--- config.mk ---
export PLATFORM = sky130hd
export DESIGN_NAME = program_loader
export DESIGN_NICKNAME = d
export VERILOG_FILES = /design/src/rtl/program_loader.sv
export SDC_FILE = /design/constraint.sdc
export NUM_CORES = 1
export LEC_CHECK = 0
export ABC_AREA = 1
export CELL_PAD_IN_SITES_DETAIL_PLACEMENT = 1
export CELL_PAD_IN_SITES_GLOBAL_PLACEMENT = 2
export CORE_MARGIN = 2
export CORE_UTILIZATION = 30
export CTS_CLUSTER_SIZE = 20
export DETAILED_ROUTE_END_ITERATION = 8
export PLACE_DENSITY = 0.9
export RECOVER_POWER = 25
export SLEW_MARGIN = 20
export SYNTH_ARGS = -nofsm -noshare
export SYNTH_HDL_FRONTEND = slang
export SYNTH_SLANG_ARGS = --single-unit
--- constraint.sdc ---
create_clock -name CLK -period 2 [get_ports CLK]
set_input_delay 0.4 -clock CLK [delete_from_list [all_inputs] [get_ports CLK]]
set_output_delay 0.4 -clock CLK [all_outputs]
set_load 0.1 [all_outputs]
--- src/rtl/program_loader.sv ---
// Streams a big-endian host byte stream into instruction memory and holds the CPU in reset until a checksum-verified load completes.
// Latency: one im_we pulse the cycle after each word's 4th byte; 5*len_words+2 cycles from start to done with back-to-back bytes.
// Backpressure: byte_ready is high only in RECV and CHECK; gaps in byte_valid simply stall the FSM.
module program_loader #(
    parameter logic [31:0] BASE_ADDR = 32'h0000_0000,
    parameter int          MAX_WORDS = 64,
    parameter int          IDX_W     = 16
) (
    input  logic             CLK,
    input  logic             RST,
    input  logic             start,
    input  logic [IDX_W-1:0] len_words,
    input  logic             byte_valid,
    input  logic [7:0]       byte_data,
    output logic             byte_ready,
    output logic [31:0]      im_addr,
    output logic [31:0]      im_data,
    output logic             im_we,
    output logic             cpu_rst,
    output logic             busy,
    output logic             done,
    output logic             err
);

    typedef enum logic [2:0] {
        S_IDLE,
        S_RECV,
        S_WRITE,
        S_CHECK,
        S_DONE,
        S_ERROR
    } state_t;

    localparam logic [IDX_W-1:0] MAX_LEN = IDX_W'(MAX_WORDS);

    state_t           state_q, state_d;
    logic [IDX_W-1:0] len_q, len_d;
    logic [IDX_W-1:0] word_idx_q, word_idx_d;
    logic [1:0]       byte_cnt_q, byte_cnt_d;
    logic [7:0]       sum_q, sum_d;
    logic [23:0]      asm_q, asm_d;
    logic [31:0]      im_addr_q, im_addr_d;
    logic [31:0]      im_data_q, im_data_d;
    logic [7:0]       chk_sum;

    assign byte_ready = (state_q == S_RECV) || (state_q == S_CHECK);
    assign im_we      = (state_q == S_WRITE);
    assign busy       = (state_q == S_RECV) || (state_q == S_WRITE) || (state_q == S_CHECK);
    assign done       = (state_q == S_DONE);
    assign err        = (state_q == S_ERROR);
    assign cpu_rst    = (state_q != S_DONE);
    assign im_addr    = im_addr_q;
    assign im_data    = im_data_q;

    always_comb begin
        state_d    = state_q;
        len_d      = len_q;
        word_idx_d = word_idx_q;
        byte_cnt_d = byte_cnt_q;
        sum_d      = sum_q;
        asm_d      = asm_q;
        im_addr_d  = im_addr_q;
        im_data_d  = im_data_q;
        chk_sum    = sum_q + byte_data;

        case (state_q)
            S_IDLE, S_DONE, S_ERROR: begin
                if (start) begin
                    if ((len_words == '0) || (len_words > MAX_LEN)) begin
                        state_d = S_ERROR;
                    end else begin
                        len_d      = len_words;
                        word_idx_d = '0;
                        byte_cnt_d = '0;
                        sum_d      = '0;
                        state_d    = S_RECV;
                    end
                end
            end
            S_RECV: begin
                if (byte_valid) begin
                    asm_d      = {asm_q[15:0], byte_data};
                    sum_d      = chk_sum;
                    byte_cnt_d = byte_cnt_q + 2'd1;
                    if (byte_cnt_q == 2'd3) begin
                        im_data_d = {asm_q, byte_data};
                        im_addr_d = BASE_ADDR + 32'({word_idx_q, 2'b00});
                        state_d   = S_WRITE;
                    end
                end
            end
            S_WRITE: begin
                word_idx_d = word_idx_q + IDX_W'(1);
                byte_cnt_d = '0;
                state_d    = (word_idx_q == len_q - IDX_W'(1)) ? S_CHECK : S_RECV;
            end
            S_CHECK: begin
                // The checksum byte makes the 8-bit running sum wrap to zero.
                if (byte_valid) begin
                    state_d = (chk_sum == 8'd0) ? S_DONE : S_ERROR;
                end
            end
            default: state_d = S_IDLE;
        endcase
    end

    always_ff @(posedge CLK) begin
        if (RST) begin
            state_q    <= S_IDLE;
            len_q      <= '0;
            word_idx_q <= '0;
            byte_cnt_q <= '0;
            sum_q      <= '0;
            asm_q      <= '0;
            im_addr_q  <= BASE_ADDR;
            im_data_q  <= '0;
        end else begin
            state_q    <= state_d;
            len_q      <= len_d;
            word_idx_q <= word_idx_d;
            byte_cnt_q <= byte_cnt_d;
            sum_q      <= sum_d;
            asm_q      <= asm_d;
            im_addr_q  <= im_addr_d;
            im_data_q  <= im_data_d;
        end
    end

endmodule

Yosys cells after proc, flatten, opt, wreduce, memory -nomap -nowiden

Index checks and enable logic that the tools add are counted.

Flip-flop bits (word level): 117
Output and inout port bits: 70

Add/sub/neg operators: 4
$lt $le $gt $ge: 1
Eq/ne operators: 13
Multiplexer cells: 19
Bitwise operators: 1
Reduce and logical (&&, ||, !) cells: 18

Operators by type and width:

| operator                | number |
|---|---|
| $mux W16                | 2 |
| $pmux W16 S2            | 1 |
| $mux W8                 | 3 |
| $add A16 B1 Y16 const B | 1 |
| $eq A16 B16 Y1          | 1 |
| $gt A16 B7 Y1 const B   | 1 |
| $logic_not A16 Y1       | 1 |
| $pmux W8 S2             | 1 |
| $sub A16 B1 Y16 const B | 1 |
| $mux W3                 | 5 |
| $pmux W3 S4             | 1 |
| $reduce_and A4 Y1       | 3 |
| $reduce_and A3 Y1       | 3 |
| $add A8 B8 Y8           | 1 |
| $logic_not A8 Y1        | 1 |
| $mux W2                 | 4 |
| $ne A2 B2 Y1 const B    | 4 |
| $eq A3 B2 Y1 const B    | 2 |
| $eq A3 B3 Y1 const B    | 2 |
| $pmux W2 S3             | 1 |
| $logic_or A1 B1 Y1      | 4 |
| $reduce_bool A2 Y1      | 2 |
| $eq A3 B1 Y1 const B    | 1 |
| $logic_not A3 Y1        | 1 |
| other kinds (9)         | 9 |

Depth between registers and ports, before layout

Depth in word-level cells: 5
Depth in mapped cells: 15
Depth with buffers taken out: 15

Worst setup path after synthesis

OpenSTA, ideal clock, no wires.

Kind: reg-to-output
Start point: register state_q[1]
End point: output port cpu_rst
Data arrival time: 2753 ps
Data required time: 1600 ps
Setup slack: -1153 ps
Cell stages (with the launch flop): 5
Buffers on the path: 0
Path through: dfxtp_1 -> inv_1 -> nand2_1 -> nor2_1 -> inv_1

Longest elaborated chain between the ends: 1

Ends and longest elaborated chain:

| element                | line | text |
|---|---|---|
| start, declared        | 36   | `state_t state_q, state_d;` |
| start signal, assigned | 118  | `state_q <= state_d;` |
| $ne A3 B3 Y1           | 51   | `assign cpu_rst = (state_q != S_DONE);` |
| end, declared          | 19   | `output logic cpu_rst,` |

No other way between the ends.

Final worst setup path

Start point: register sum_q[0]
End point: register state_q[0]

Longest elaborated chain between the ends: 5

Ends and longest elaborated chain:

| element                | line | text |
|---|---|---|
| start, declared        | 40   | `logic [7:0] sum_q, sum_d;` |
| start signal, assigned | 122  | `sum_q <= sum_d;` |
| $add A8 B8 Y8          | 64   | `chk_sum = sum_q + byte_data;` |
| $logic_not A8 Y1       | 100  | `state_d = (chk_sum == 8'd0) ? S_DONE : S_ERROR;` |
| $mux W1                | 100  |  |
| $mux W3                | 99   | `if (byte_valid) begin` |
| $pmux W3 S4            | 66   | `case (state_q)` |

No other way between the ends. The select of a mux whose other input is x is not followed.
A chain may end at the register's enable or synchronous reset.

==> summary.txt <==
Run status: complete, no violations
DR pass1 iterations: 4
Crit end category: flop
Internal: 0.00576 W
Fin crit period: 1.89 ns
Cell Area, Synth: 5820 µm²
Worst r2r src: sum_q[0]$_SDFFE_PP0P_
Routed WL: 17900 µm
Max-cap violations: 0
Port Buffers: 81
Number of synthesized flops with an enable pin: 0
Fmax: 530 MHz
Seq/Total Area, Yosys: 40.2%
I/O pins: 98
Die height: 143 µm
Routed Antenna Nets: 0
Library cells used by synthesis: 37
Antenna diodes: 0
Yosys warning count: 0
Net switching fraction of the power: 32.7%
R2R depth: 10
Clk slew on worst S/H paths: 0.06 ns
Clock network fraction of total power: 41.5%
Initial antenna violation count: 0
GPL Wtd Cong: 0.809
Cells after Synth: 814
Tightest Pin Transition: 0.576 ns
Register Area: 2350 µm²
Sink of the worst hold path: im_addr[13]$_SDFFE_PP0P_
DIE AREA: 20500 µm²
Commonest non-fill, non-tap cell in the layout: nand2_1
Area Overhead vs Synth: 33.3%
Pwr dens: 1100 nW/µm²
Post-Place Setup Slack: -0.473 ns
Final nets: 965
Worst skew pair latency: 0.42 ns
Slew HR: 61.8%
Vias in the first global route: 5778
# DRC: 0
Primary flip-flop cell chosen by synthesis mapping: dfxtp_1
Fillers: 2394
Switching power: 0.00280 W
Top Usage Layer GRT: met2
Post-synth ARST share: 0%
Total track usage: 18.0%
Vias per cell: 4.72
Post-DP HPWL: 12800 µm
CTS tree: yes
Multi-input logic area: 3000 µm²
Commonest non-fill, non-tap cells in the layout: nand2_1, dfxtp_1, a21oi_1
Starting Density: 30.8%
Critical Path Fanout Max: 3
Wire per inst: 14.9 µm
Hold path depth: 2
FF-to-FF End: state_q[0]$_SDFFE_PP0P_
Slew Limit Fails: 0
Root buffer cell: clkbuf_16
Total count of hold-check failures in the final report: 0
Leak Pwr: 3.34 nW
Crit Path Class: reg2reg
Final Cycle Share: 94.3%
Clock skew: 0.00845 ns
GRT met2 Usage: 30.9%
Seq cells post-synth: 117
Placeable Area: 18900 µm²
Grt met3 use: 4.53%
Total clock buffers created by CTS: 17
Largest net degree at the start of global routing: 88
Worst Hold Class: reg2reg
Row cnt: 50
Via count: 5657
Gate power share: 27.4%
Post-route setup TNS: 0 ns
Sequential Power Share: 31.1%
Hold Startpoint: im_addr[13]$_SDFFE_PP0P_
Num Clock Sinks: 117
Worst endpoint data arrival time: 2.18 ns
Number of H-tree levels: 4
Die X: 143 µm
Critical Path RT: 2.30 ns
DRT iter0 DRCs: 271
CP Launch Type: flop
Ratio of cells with drive above 1 in the final layout: 19.9%
Met1 usage: 22.5%
Clock Path Buffers: 2
First-pass GRT wire length: 29200 µm
Final setup fails: 0
Worst vdd ir: 0.622 mV
Total gr overflow: 0
Worst R2R Setup Slack: 0.11 ns
Final worst slack: 0.114 ns
Mean Syn Cell Area: 7.16 µm²
[registers in the layout, summed over array words and instances, names as in the netlist]
register    flops
byte_cnt_q      2
word_idx_q     16
state_q         3
im_data        32
asm_q          24
sum_q           8
im_addr        16
len_q          16
[cell usage after synthesis, types with 3 or more instances]
| cell | count | area [µm²] |
|---|---|---|
| o21ai_0 | 17 | 85.1 |
| inv_2 | 8 | 30.0 |
| dfxtp_1 | 117 | 2340 |
| a21oi_1 | 110 | 551 |
| nor2_4 | 3 | 33.8 |
| xor2_1 | 19 | 166 |
| nand4_1 | 10 | 62.6 |
| ha_1 | 10 | 125 |
| inv_1 | 62 | 233 |
| buf_6 | 10 | 113 |
| nor2_1 | 65 | 244 |
| clkbuf_1 | 27 | 101 |
| nand2_1 | 179 | 672 |
| nor3_1 | 9 | 45.0 |
| a211oi_2 | 6 | 75.1 |
| xnor2_1 | 7 | 61.3 |
| or2_0 | 5 | 31.3 |
| buf_4 | 17 | 128 |
| nor2_2 | 3 | 18.8 |
| a211oi_1 | 3 | 22.5 |
| nand3_1 | 104 | 521 |
| o21ai_1 | 4 | 20.0 |
[metal layers]
layer,part of all wire [%],up-vias
met5,0,-
met4,1.3,0
met3,2.8,16
met2,50,83
met1,46,2693
li1,-,2865
[through the flow]
stage | total power [W] | util [%] | hold slack (ns) | cell area [µm²] | instances
floorplan | 0.00419 | - | 0.441 | 5910 | 829
global placement | 0.00492 | 37.5 | 0.450 | 7090 | 1165
detailed placement | 0.00496 | 37.5 | 0.453 | 7090 | 1165
CTS | 0.00857 | 41.2 | 0.462 | 7780 | 1197
global route | 0.00895 | 41.1 | 0.478 | 7760 | 1199
finish | 0.00856 | 41.1 | 0.459 | 7760 | 1199
[power groups by stage]
stage | Clock, W | Sequential, W | Combinational (W)
floorplan | 0 | 0.00266 | 0.00153
global placement | 0 | 0.00270 | 0.00222
detailed placement | 0 | 0.00270 | 0.00226
CTS | 0.00361 | 0.00265 | 0.00231
global route | 0.00373 | 0.00268 | 0.00254
finish | 0.00355 | 0.00266 | 0.00235
[worst max path at each step]
stage	startpoint	to	slack [ns]	depth (start not counted)
2_1_floorplan	state_q[1]$_SDFFE_PP0P_	cpu_rst	-0.08	4
3_3_place_gp	byte_data[0]	state_q[0]$_SDFFE_PP0P_	-0.38	10
3_5_place_dp	byte_data[0]	state_q[0]$_SDFFE_PP0P_	-0.47	11
4_1_cts	state_q[0]$_SDFFE_PP0P_	im_we	0.02	6
5_1_grt	sum_q[0]$_SDFFE_PP0P_	state_q[0]$_SDFFE_PP0P_	-0.01	10
6_report	sum_q[0]$_SDFFE_PP0P_	state_q[0]$_SDFFE_PP0P_	0.11	10
[worst max-delay path, stage by stage (launching register included)]
cell     delay, ns
dfxtp_2       0.33
ha_4          0.16
fa_2          0.43
nand3_2       0.09
nand3_2       0.10
xnor2_2       0.20
nand2_1       0.07
nor2_1        0.13
nand4_1       0.10
nand2_1       0.08
a21oi_1       0.06
[kinds of logic after synthesis]
| kind of cell | Yosys count | share of synthesized area (%) |
|---|---|---|
| other cells | 1 | 0.0644 |
| compound gates | 147 | 13.9 |
| buf+inv | 128 | 10.7 |
| simple gates | 384 | 28.7 |
| xor+xnor | 26 | 3.91 |
| flops | 117 | 40.2 |
| fa+ha+maj | 11 | 2.49 |
[cell type report]
cell class	instances	area share [%]
sequential	117	30.2
multi-input combinational	584	38.7
inverter	70	3.45
timing repair buffer	136	14.6
clock buffer	18	5.66
clock inverter	14	3.18
tap	260	4.19
[what timing repair did]
action,in CTS,in global routing
setup endpoints to repair,1,6
buffers inserted,0,2
resized for setup,2,20
hold buffers,0,0
pin swaps,0,7
No activity file was read; power rests on OpenSTA's default activity.
